**src/rtl/alu_seq_if.sv**
```systemverilog
// Operand/result handshake bundle for alu_seq: the master issues operations and takes results,
// the slave is the ALU.
interface alu_seq_if #(
   parameter int unsigned WIDTH = 8
);
   logic             in_valid;
   logic             in_ready;
   logic [2:0]       op;
   logic [WIDTH-1:0] a;
   logic [WIDTH-1:0] b;
   logic             out_valid;
   logic             out_ready;
   logic [WIDTH-1:0] result;
   logic             cout;
   logic             zout;
   logic             nout;
   logic             vout;

   modport master (
      output in_valid, op, a, b, out_ready,
      input  in_ready, out_valid, result, cout, zout, nout, vout
   );

   modport slave (
      input  in_valid, op, a, b, out_ready,
      output in_ready, out_valid, result, cout, zout, nout, vout
   );
endinterface

```
**src/rtl/alu_seq.sv**
```systemverilog
// Sequential ALU with registered result/flags, valid/ready on both sides and bit-serial shifts.
// Define ALU_SEQ_MUL_EN to build the shift-add multiplier for op 110 (otherwise it acts as CLR).
module alu_seq #(
   parameter int unsigned WIDTH = 8,
   parameter int unsigned SHW   = $clog2(WIDTH)
) (
   input logic   clk,
   input logic   rst,
   alu_seq_if.slave bus
);
   localparam int unsigned CW = SHW + 1;

   localparam logic [2:0] OpPass = 3'b000;
   localparam logic [2:0] OpNor  = 3'b001;
   localparam logic [2:0] OpAdd  = 3'b010;
   localparam logic [2:0] OpSub  = 3'b011;
   localparam logic [2:0] OpShl  = 3'b100;
   localparam logic [2:0] OpShr  = 3'b101;
`ifdef ALU_SEQ_MUL_EN
   localparam logic [2:0] OpMul  = 3'b110;
`endif

   typedef enum logic [1:0] {StIdle, StBusy, StDone} state_e;

   state_e           state;
   logic [2:0]       op_q;
   logic [WIDTH-1:0] sh_q;
   logic [CW-1:0]    cnt_q;

   logic [WIDTH:0]   alu_r;
   logic             alu_v;
   logic [WIDTH:0]   sh_step;
   logic [WIDTH-1:0] sh_src;
   logic             shl;
   logic [SHW-1:0]   k;
   logic             is_shift;
   logic [WIDTH:0]   fin_r;
   logic             fin_v;
   logic             fin_go;

`ifdef ALU_SEQ_MUL_EN
   logic [2*WIDTH-1:0] acc_q;
   logic [2*WIDTH-1:0] mcand_q;
   logic [WIDTH-1:0]   mplier_q;
   logic [2*WIDTH-1:0] acc_step;
`endif

   always_comb begin
      k        = bus.b[SHW-1:0];
      is_shift = (bus.op == OpShl) || (bus.op == OpShr);
      alu_v    = 1'b0;
      case (bus.op)
         OpPass:  alu_r = {1'b0, bus.a};
         OpNor:   alu_r = {1'b0, ~(bus.a | bus.b)};
         OpAdd: begin
            alu_r = {1'b0, bus.a} + {1'b0, bus.b};
            alu_v = (bus.a[WIDTH-1] == bus.b[WIDTH-1]) && (alu_r[WIDTH-1] != bus.a[WIDTH-1]);
         end
         OpSub: begin
            // Top bit of the (WIDTH+1)-bit difference is the borrow.
            alu_r = {1'b0, bus.a} - {1'b0, bus.b};
            alu_v = (bus.a[WIDTH-1] != bus.b[WIDTH-1]) && (alu_r[WIDTH-1] != bus.a[WIDTH-1]);
         end
         default: alu_r = '0;
      endcase

      sh_src  = (state == StIdle) ? bus.a : sh_q;
      shl     = (state == StIdle) ? (bus.op == OpShl) : (op_q == OpShl);
      sh_step = shl ? {sh_src, 1'b0} : {sh_src[0], 1'b0, sh_src[WIDTH-1:1]};

`ifdef ALU_SEQ_MUL_EN
      acc_step = acc_q + (mplier_q[0] ? mcand_q : '0);
`endif

      fin_go = 1'b0;
      fin_r  = alu_r;
      fin_v  = alu_v;
      case (state)
         StIdle: begin
            if (bus.in_valid) begin
               if (is_shift) begin
                  fin_v = 1'b0;
                  if (k == '0) begin
                     fin_go = 1'b1;
                     fin_r  = {1'b0, bus.a};
                  end else if (k == SHW'(1)) begin
                     fin_go = 1'b1;
                     fin_r  = sh_step;
                  end
`ifdef ALU_SEQ_MUL_EN
               end else if (bus.op == OpMul) begin
                  fin_go = 1'b0;
`endif
               end else begin
                  fin_go = 1'b1;
               end
            end
         end
         StBusy: begin
            fin_v  = 1'b0;
            fin_go = (cnt_q == CW'(1));
            fin_r  = sh_step;
`ifdef ALU_SEQ_MUL_EN
            if (op_q == OpMul) begin
               fin_r = {|acc_step[2*WIDTH-1:WIDTH], acc_step[WIDTH-1:0]};
            end
`endif
         end
         default: ;
      endcase
   end

   always_ff @(posedge clk or posedge rst) begin
      if (rst) begin
         state         <= StIdle;
         bus.in_ready  <= 1'b1;
         bus.out_valid <= 1'b0;
         bus.result    <= '0;
         bus.cout      <= 1'b0;
         bus.zout      <= 1'b0;
         bus.nout      <= 1'b0;
         bus.vout      <= 1'b0;
         op_q          <= '0;
         sh_q          <= '0;
         cnt_q         <= '0;
`ifdef ALU_SEQ_MUL_EN
         acc_q         <= '0;
         mcand_q       <= '0;
         mplier_q      <= '0;
`endif
      end else begin
         if (fin_go) begin
            bus.result    <= fin_r[WIDTH-1:0];
            bus.cout      <= fin_r[WIDTH];
            bus.zout      <= (fin_r[WIDTH-1:0] == '0);
            bus.nout      <= fin_r[WIDTH-1];
            bus.vout      <= fin_v;
            bus.out_valid <= 1'b1;
            bus.in_ready  <= 1'b0;
            state         <= StDone;
         end
         case (state)
            StIdle: begin
               if (bus.in_valid) begin
                  op_q         <= bus.op;
                  bus.in_ready <= 1'b0;
                  if (!fin_go) begin
                     // First shift step happens at accept, so k-1 steps remain.
                     state <= StBusy;
                     sh_q  <= sh_step[WIDTH-1:0];
                     cnt_q <= CW'(k) - CW'(1);
`ifdef ALU_SEQ_MUL_EN
                     if (bus.op == OpMul) begin
                        acc_q    <= '0;
                        mcand_q  <= {{WIDTH{1'b0}}, bus.a};
                        mplier_q <= bus.b;
                        cnt_q    <= CW'(WIDTH);
                     end
`endif
                  end
               end
            end
            StBusy: begin
               if (!fin_go) begin
                  sh_q  <= sh_step[WIDTH-1:0];
                  cnt_q <= cnt_q - CW'(1);
`ifdef ALU_SEQ_MUL_EN
                  acc_q    <= acc_step;
                  mcand_q  <= mcand_q << 1;
                  mplier_q <= mplier_q >> 1;
`endif
               end
            end
            StDone: begin
               if (bus.out_ready) begin
                  bus.out_valid <= 1'b0;
                  bus.in_ready  <= 1'b1;
                  state         <= StIdle;
               end
            end
            default: state <= StIdle;
         endcase
      end
   end
endmodule

```
**src/flat_wrapper.sv**
```systemverilog
// flat-port wrapper written by rule: the top's interface ports become plain ports
module alu_seq_flat 
#(
   parameter int unsigned WIDTH = 8,
   parameter int unsigned SHW   = $clog2(WIDTH)
)
  (clk, rst, bus_in_valid, bus_op, bus_a, bus_b, bus_out_ready, bus_in_ready, bus_out_valid, bus_result, bus_cout, bus_zout, bus_nout, bus_vout);
  alu_seq_if #(.WIDTH(WIDTH)) bus_i ();
  input logic clk;
  input logic rst;
  input wire logic [$bits(bus_i.in_valid)-1:0] bus_in_valid;
  input wire logic [$bits(bus_i.op)-1:0] bus_op;
  input wire logic [$bits(bus_i.a)-1:0] bus_a;
  input wire logic [$bits(bus_i.b)-1:0] bus_b;
  input wire logic [$bits(bus_i.out_ready)-1:0] bus_out_ready;
  output wire logic [$bits(bus_i.in_ready)-1:0] bus_in_ready;
  output wire logic [$bits(bus_i.out_valid)-1:0] bus_out_valid;
  output wire logic [$bits(bus_i.result)-1:0] bus_result;
  output wire logic [$bits(bus_i.cout)-1:0] bus_cout;
  output wire logic [$bits(bus_i.zout)-1:0] bus_zout;
  output wire logic [$bits(bus_i.nout)-1:0] bus_nout;
  output wire logic [$bits(bus_i.vout)-1:0] bus_vout;
  assign bus_i.in_valid = bus_in_valid;
  assign bus_i.op = bus_op;
  assign bus_i.a = bus_a;
  assign bus_i.b = bus_b;
  assign bus_i.out_ready = bus_out_ready;
  assign bus_in_ready = bus_i.in_ready;
  assign bus_out_valid = bus_i.out_valid;
  assign bus_result = bus_i.result;
  assign bus_cout = bus_i.cout;
  assign bus_zout = bus_i.zout;
  assign bus_nout = bus_i.nout;
  assign bus_vout = bus_i.vout;
  alu_seq #(.WIDTH(WIDTH), .SHW(SHW)) u_core (.clk(clk), .rst(rst), .bus(bus_i));
endmodule
```
**config.mk**
```make
export PLATFORM = sky130hd
export DESIGN_NAME = alu_seq_flat
export DESIGN_NICKNAME = d
export VERILOG_FILES = /design/src/rtl/alu_seq_if.sv /design/src/rtl/alu_seq.sv /design/src/flat_wrapper.sv
export SDC_FILE = /design/constraint.sdc
export NUM_CORES = 1
export LEC_CHECK = 0
export CELL_PAD_IN_SITES_DETAIL_PLACEMENT = 1
export CELL_PAD_IN_SITES_GLOBAL_PLACEMENT = 1
export CORE_ASPECT_RATIO = 1.75
export CORE_MARGIN = 1.5
export CORE_UTILIZATION = 46
export DETAILED_ROUTE_END_ITERATION = 8
export PLACE_DENSITY_LB_ADDON = 0.2
export SLEW_MARGIN = 20
export SYNTH_ARGS = -nofsm -noshare
export SYNTH_HDL_FRONTEND = slang
export SYNTH_SLANG_ARGS = --single-unit
```
**constraint.sdc**
```tcl
create_clock -name clk -period 5 [get_ports clk]
set_clock_uncertainty 0.05 [all_clocks]
set_input_delay 1.5 -clock clk [delete_from_list [all_inputs] [get_ports clk]]
set_output_delay 1.5 -clock clk [all_outputs]
set_load 0.02 [all_outputs]
```
==> flow_summary.ini <==
[outcome]
status = completed

[pwr]
power_density_nw_per_um2 = 512
clkPwrFrac_pct = 21.9
power.total_uw = 1880
p_leak_uw = 0.00159
swShare_pct = 42.6
max-vdd-ir-drop_mv = 0.203
p_int_uw = 1080
combinationalPowerShare_pct = 52.0
pwr-share-seq_pct = 26.0
switchingPower_uw = 800

[clock_tree]
cts_tree = built
clock_sinks = 30
postCtsHoldBufs = 0
cts.htree.levels = 2
cts_resized = 0
cts-buffers-inserted = 5
clk_pin_slew_ns = 0.05
clk_latency_ns = 0.29
cts-root-buf = clkbuf_16
post_cts_buffers = 0
cts_buffer_depth = 2

[place]
post-dp-hpwl_mm = 7.58
numPortBuffers = 36
place_congestion = 0.897
placed_cells = 472

[worst_setup_path]
critPathKind = input pin to flop
rr_startpoint = u_core.state[0]
endpoint = u_core.bus.zout
slowest_delay_ns = 0.57
crit_required_ns = 5.17
crit_start = bus_a[0]
r2r_cells = 6
r2r_end = u_core.sh_q[1]
endpoint_kind = flop
path_max_fanout = 5
start_kind = input pin
crit_chain = clkdlybuf4s50_1 > inv_1 > ha_1 > fa_1 > o21bai_1 > a21oi_1 > o311ai_0 > xnor2_1 > nor3_1 > a311oi_1 > a32o_1
slowest_stage = clkdlybuf4s50_1
arrival_ns = 4.65
reg2reg_slack_ns = 2.03

[global_route]
grt_pass1_vias = 3229
grt_overflow = 0
grt_max_degree = 23
grtUsageTotal_pct = 28.8
antenna_found_initial = 0
grt_first_pass_wirelength_mm = 16.0

[final_layout]
layout.nets = 451
fill_cells = 785
area_growth_pct = 18.5
area.sequential_um2 = 752
instances_no_fill = 480
diodes = 0
multiInputGateArea_um2 = 2080
layout-drive-gt1-share_pct = 10.1

[timing]
final_max_slew_viol_count = 0
hold_viol = 0
max_freq_ghz = 0.223
setup_violations = 0
tns_ns = 0
layout_min_cycle_time_ns = 4.47
rsz0062_at_grt = no
period_share_pct = 89.5
tightest_slew_ns = 0.761
slew_headroom_pct = 49.2

[synth]
avgSynthCellArea_um2 = 8.43
synthXorXnorAreaFrac_pct = 2.55
synth_mux_area_share_pct = 11.0
synth_simple_gate_area_share_pct = 19.8
synth_area_leaders = dfrtp_1, ha_1, mux2i_1
syn_area_um2 = 3090
synth_top_family_by_area = compound AO/OA/AOI/OAI gates
postSynthNetCount = 421
synth-seq-area-share_pct = 24.3
synth-edff-count = 0
ys_ff_latch = 30
yosys.area.top_type = dfrtp_1
ys_async_sr_fraction_pct = 100
yosysTopAreaCellShare_pct = 23.5
yosysWarnings = 0
ys_types = 68
synth_compound_area_share_pct = 21.0
synth_fa_ha_area_share_pct = 13.0
synthCells = 367
synthFlopType = dfrtp_1

[detailed_routing]
met1_length_mm = 3.65
detail-route-antenna-nets = 0
top_layer = met4
vias = 2918
drt_wl_total_mm = 9.66
drc_errors = 0
wire_per_inst_um = 20.1
wl_met2_mm = 5.16
first_iter_violations = 171
met3_length_um = 229
first_pass_iters = 4
avgViaCountPerCell = 6.08

[floorplan]
dieArea_um2 = 7240
core.rowCount = 39
die_w_um = 65.0
initial_utilization_pct = 47.3
io_pins = 37
core_um2 = 6540
die_y_um = 111

[worst_hold_path]
hp-class = flop to flop

[run]
cap_viol_max_count = 0
[power groups by stage]
stage / Sequential [uW] / Clock (uW) / Combinational [uW]
final: 488 / 411 / 976
after global routing: 501 / 417 / 1070
after CTS: 487 / 412 / 973
after detailed placement: 486 / 0 / 955
after global placement: 477 / 0 / 927
after floorplan: 494 / 0 / 645
[worst min-delay path by stage]
| stage | start | endpoint | slack, ns | depth (start not counted) |
|---|---|---|---|---|
| floorplan | u_core.op_q[2] | u_core.op_q[2] | 0.39 | 2 |
| global placement | u_core.bus.in_ready | u_core.bus.in_ready | 0.41 | 2 |
| detailed placement | u_core.bus.in_ready | u_core.bus.in_ready | 0.42 | 2 |
| CTS | u_core.bus.in_ready | u_core.bus.in_ready | 0.43 | 2 |
| global route | u_core.bus.in_ready | u_core.bus.in_ready | 0.46 | 2 |
| finish | u_core.bus.in_ready | u_core.bus.in_ready | 0.43 | 2 |
[cell families (layout without fill, tap and decap cells)]
kind of cell	Yosys count	after routing
flops	30	30
compound gates	95	95
fa+ha+maj	31	31
xor+xnor	9	9
simple gates	121	121
buf+inv	50	81
mux	31	31
[critical path, delay by kind of cell]
kind	cells	cell delay (ns)
compound gates	5	1.56
xor+xnor	1	0.19
fa+ha+maj	2	0.63
buf+inv	2	0.70
simple gates	1	0.06
[layout by cell type (no fill, tap or decap), types with 2 or more instances in the layout]
| cell type | Yosys | routed |
|---|---|---|
| mux2i_1 | 20 | 20 |
| nor4_1 | 3 | 3 |
| inv_1 | 28 | 28 |
| nor3b_1 | 3 | 3 |
| xnor2_1 | 8 | 8 |
| nor3_1 | 10 | 10 |
| mux2_2 | 9 | 9 |
| o21bai_1 | 3 | 3 |
| inv_4 | 2 | 2 |
| o22ai_1 | 2 | 2 |
| fa_1 | 2 | 2 |
| a211oi_1 | 3 | 3 |
| a21oi_1 | 22 | 22 |
| nand2_1 | 33 | 33 |
| a32o_1 | 4 | 4 |
| nor2_1 | 44 | 44 |
| nor3b_4 | 2 | 2 |
| nand2b_1 | 2 | 2 |
| a22oi_1 | 3 | 3 |
| o21ai_0 | 20 | 20 |
| ha_1 | 29 | 29 |
| o311ai_0 | 3 | 3 |
| nand3_1 | 7 | 7 |
| a31o_2 | 2 | 2 |
| bufinv_16 | 0 | 2 |
| a211o_1 | 2 | 2 |
| clkdlybuf4s50_1 | 0 | 36 |
| buf_4 | 6 | 7 |
| o21a_1 | 3 | 3 |
| a22o_1 | 2 | 2 |
| nor2b_1 | 5 | 5 |
| o211ai_1 | 4 | 4 |
| a31oi_1 | 4 | 4 |
| nand4_1 | 2 | 2 |
| clkbuf_16 | 0 | 5 |
| dfrtp_1 | 29 | 29 |
[registers in the layout, indices dropped and copies added (netlist names)]
| register | cells |
|---|---|
| u_core.sh_q | 8 |
| u_core.bus.result | 7 |
| u_core.cnt_q | 4 |
| u_core.op_q | 3 |
| u_core.state | 2 |
| u_core.bus.cout | 1 |
| u_core.bus.in_ready | 1 |
| u_core.bus.nout | 1 |
| u_core.bus.out_valid | 1 |
| u_core.bus.vout | 1 |
| u_core.bus.zout | 1 |
[cells in the mapped netlist, types with 4 or more instances]
cell	number
inv_1	28
nand3_1	7
buf_4	6
mux2_2	9
buf_6	5
a32o_1	4
a31oi_1	4
dfrtp_1	29
o21ai_0	20
ha_1	29
xnor2_1	8
mux2i_1	20
buf_2	6
nor3_1	10
nor2_1	44
o211ai_1	4
nor2b_1	5
a21oi_1	22
nand2_1	33
[cell type report]
class,instances,share of cell area [%]
repair buffers,43,11.3
well taps,82,2.80
inverters,30,3.21
flip-flops and latches,30,20.5
clock buffers,6,3.79
clock inverters,2,1.64
multi-input cells,287,56.8
[per-stage QoR]
stage / setup slack (ns) / hold slack, ns / util (%) / cell area [um^2]
3_3_place_gp: 0.297 / 0.413 / 53.0 / 3470
5_1_grt: 0.264 / 0.463 / 56.0 / 3660
3_5_place_dp: 0.258 / 0.418 / 53.0 / 3470
2_1_floorplan: 1.40 / 0.392 / - / 3090
6_report: 0.526 / 0.430 / 56.0 / 3660
4_1_cts: 0.487 / 0.426 / 56.0 / 3660
[layer usage]
| metal | GRT usage, % | vias to the layer above |
|---|---|---|
| li1 | - | 1370 |
| met1 | 30.5 | 1422 |
| met3 | 2.02 | 37 |
| met5 | 0 | - |
| met2 | 51.8 | 89 |
| met4 | 20.6 | 0 |
(Power assumes the default switching activity.)
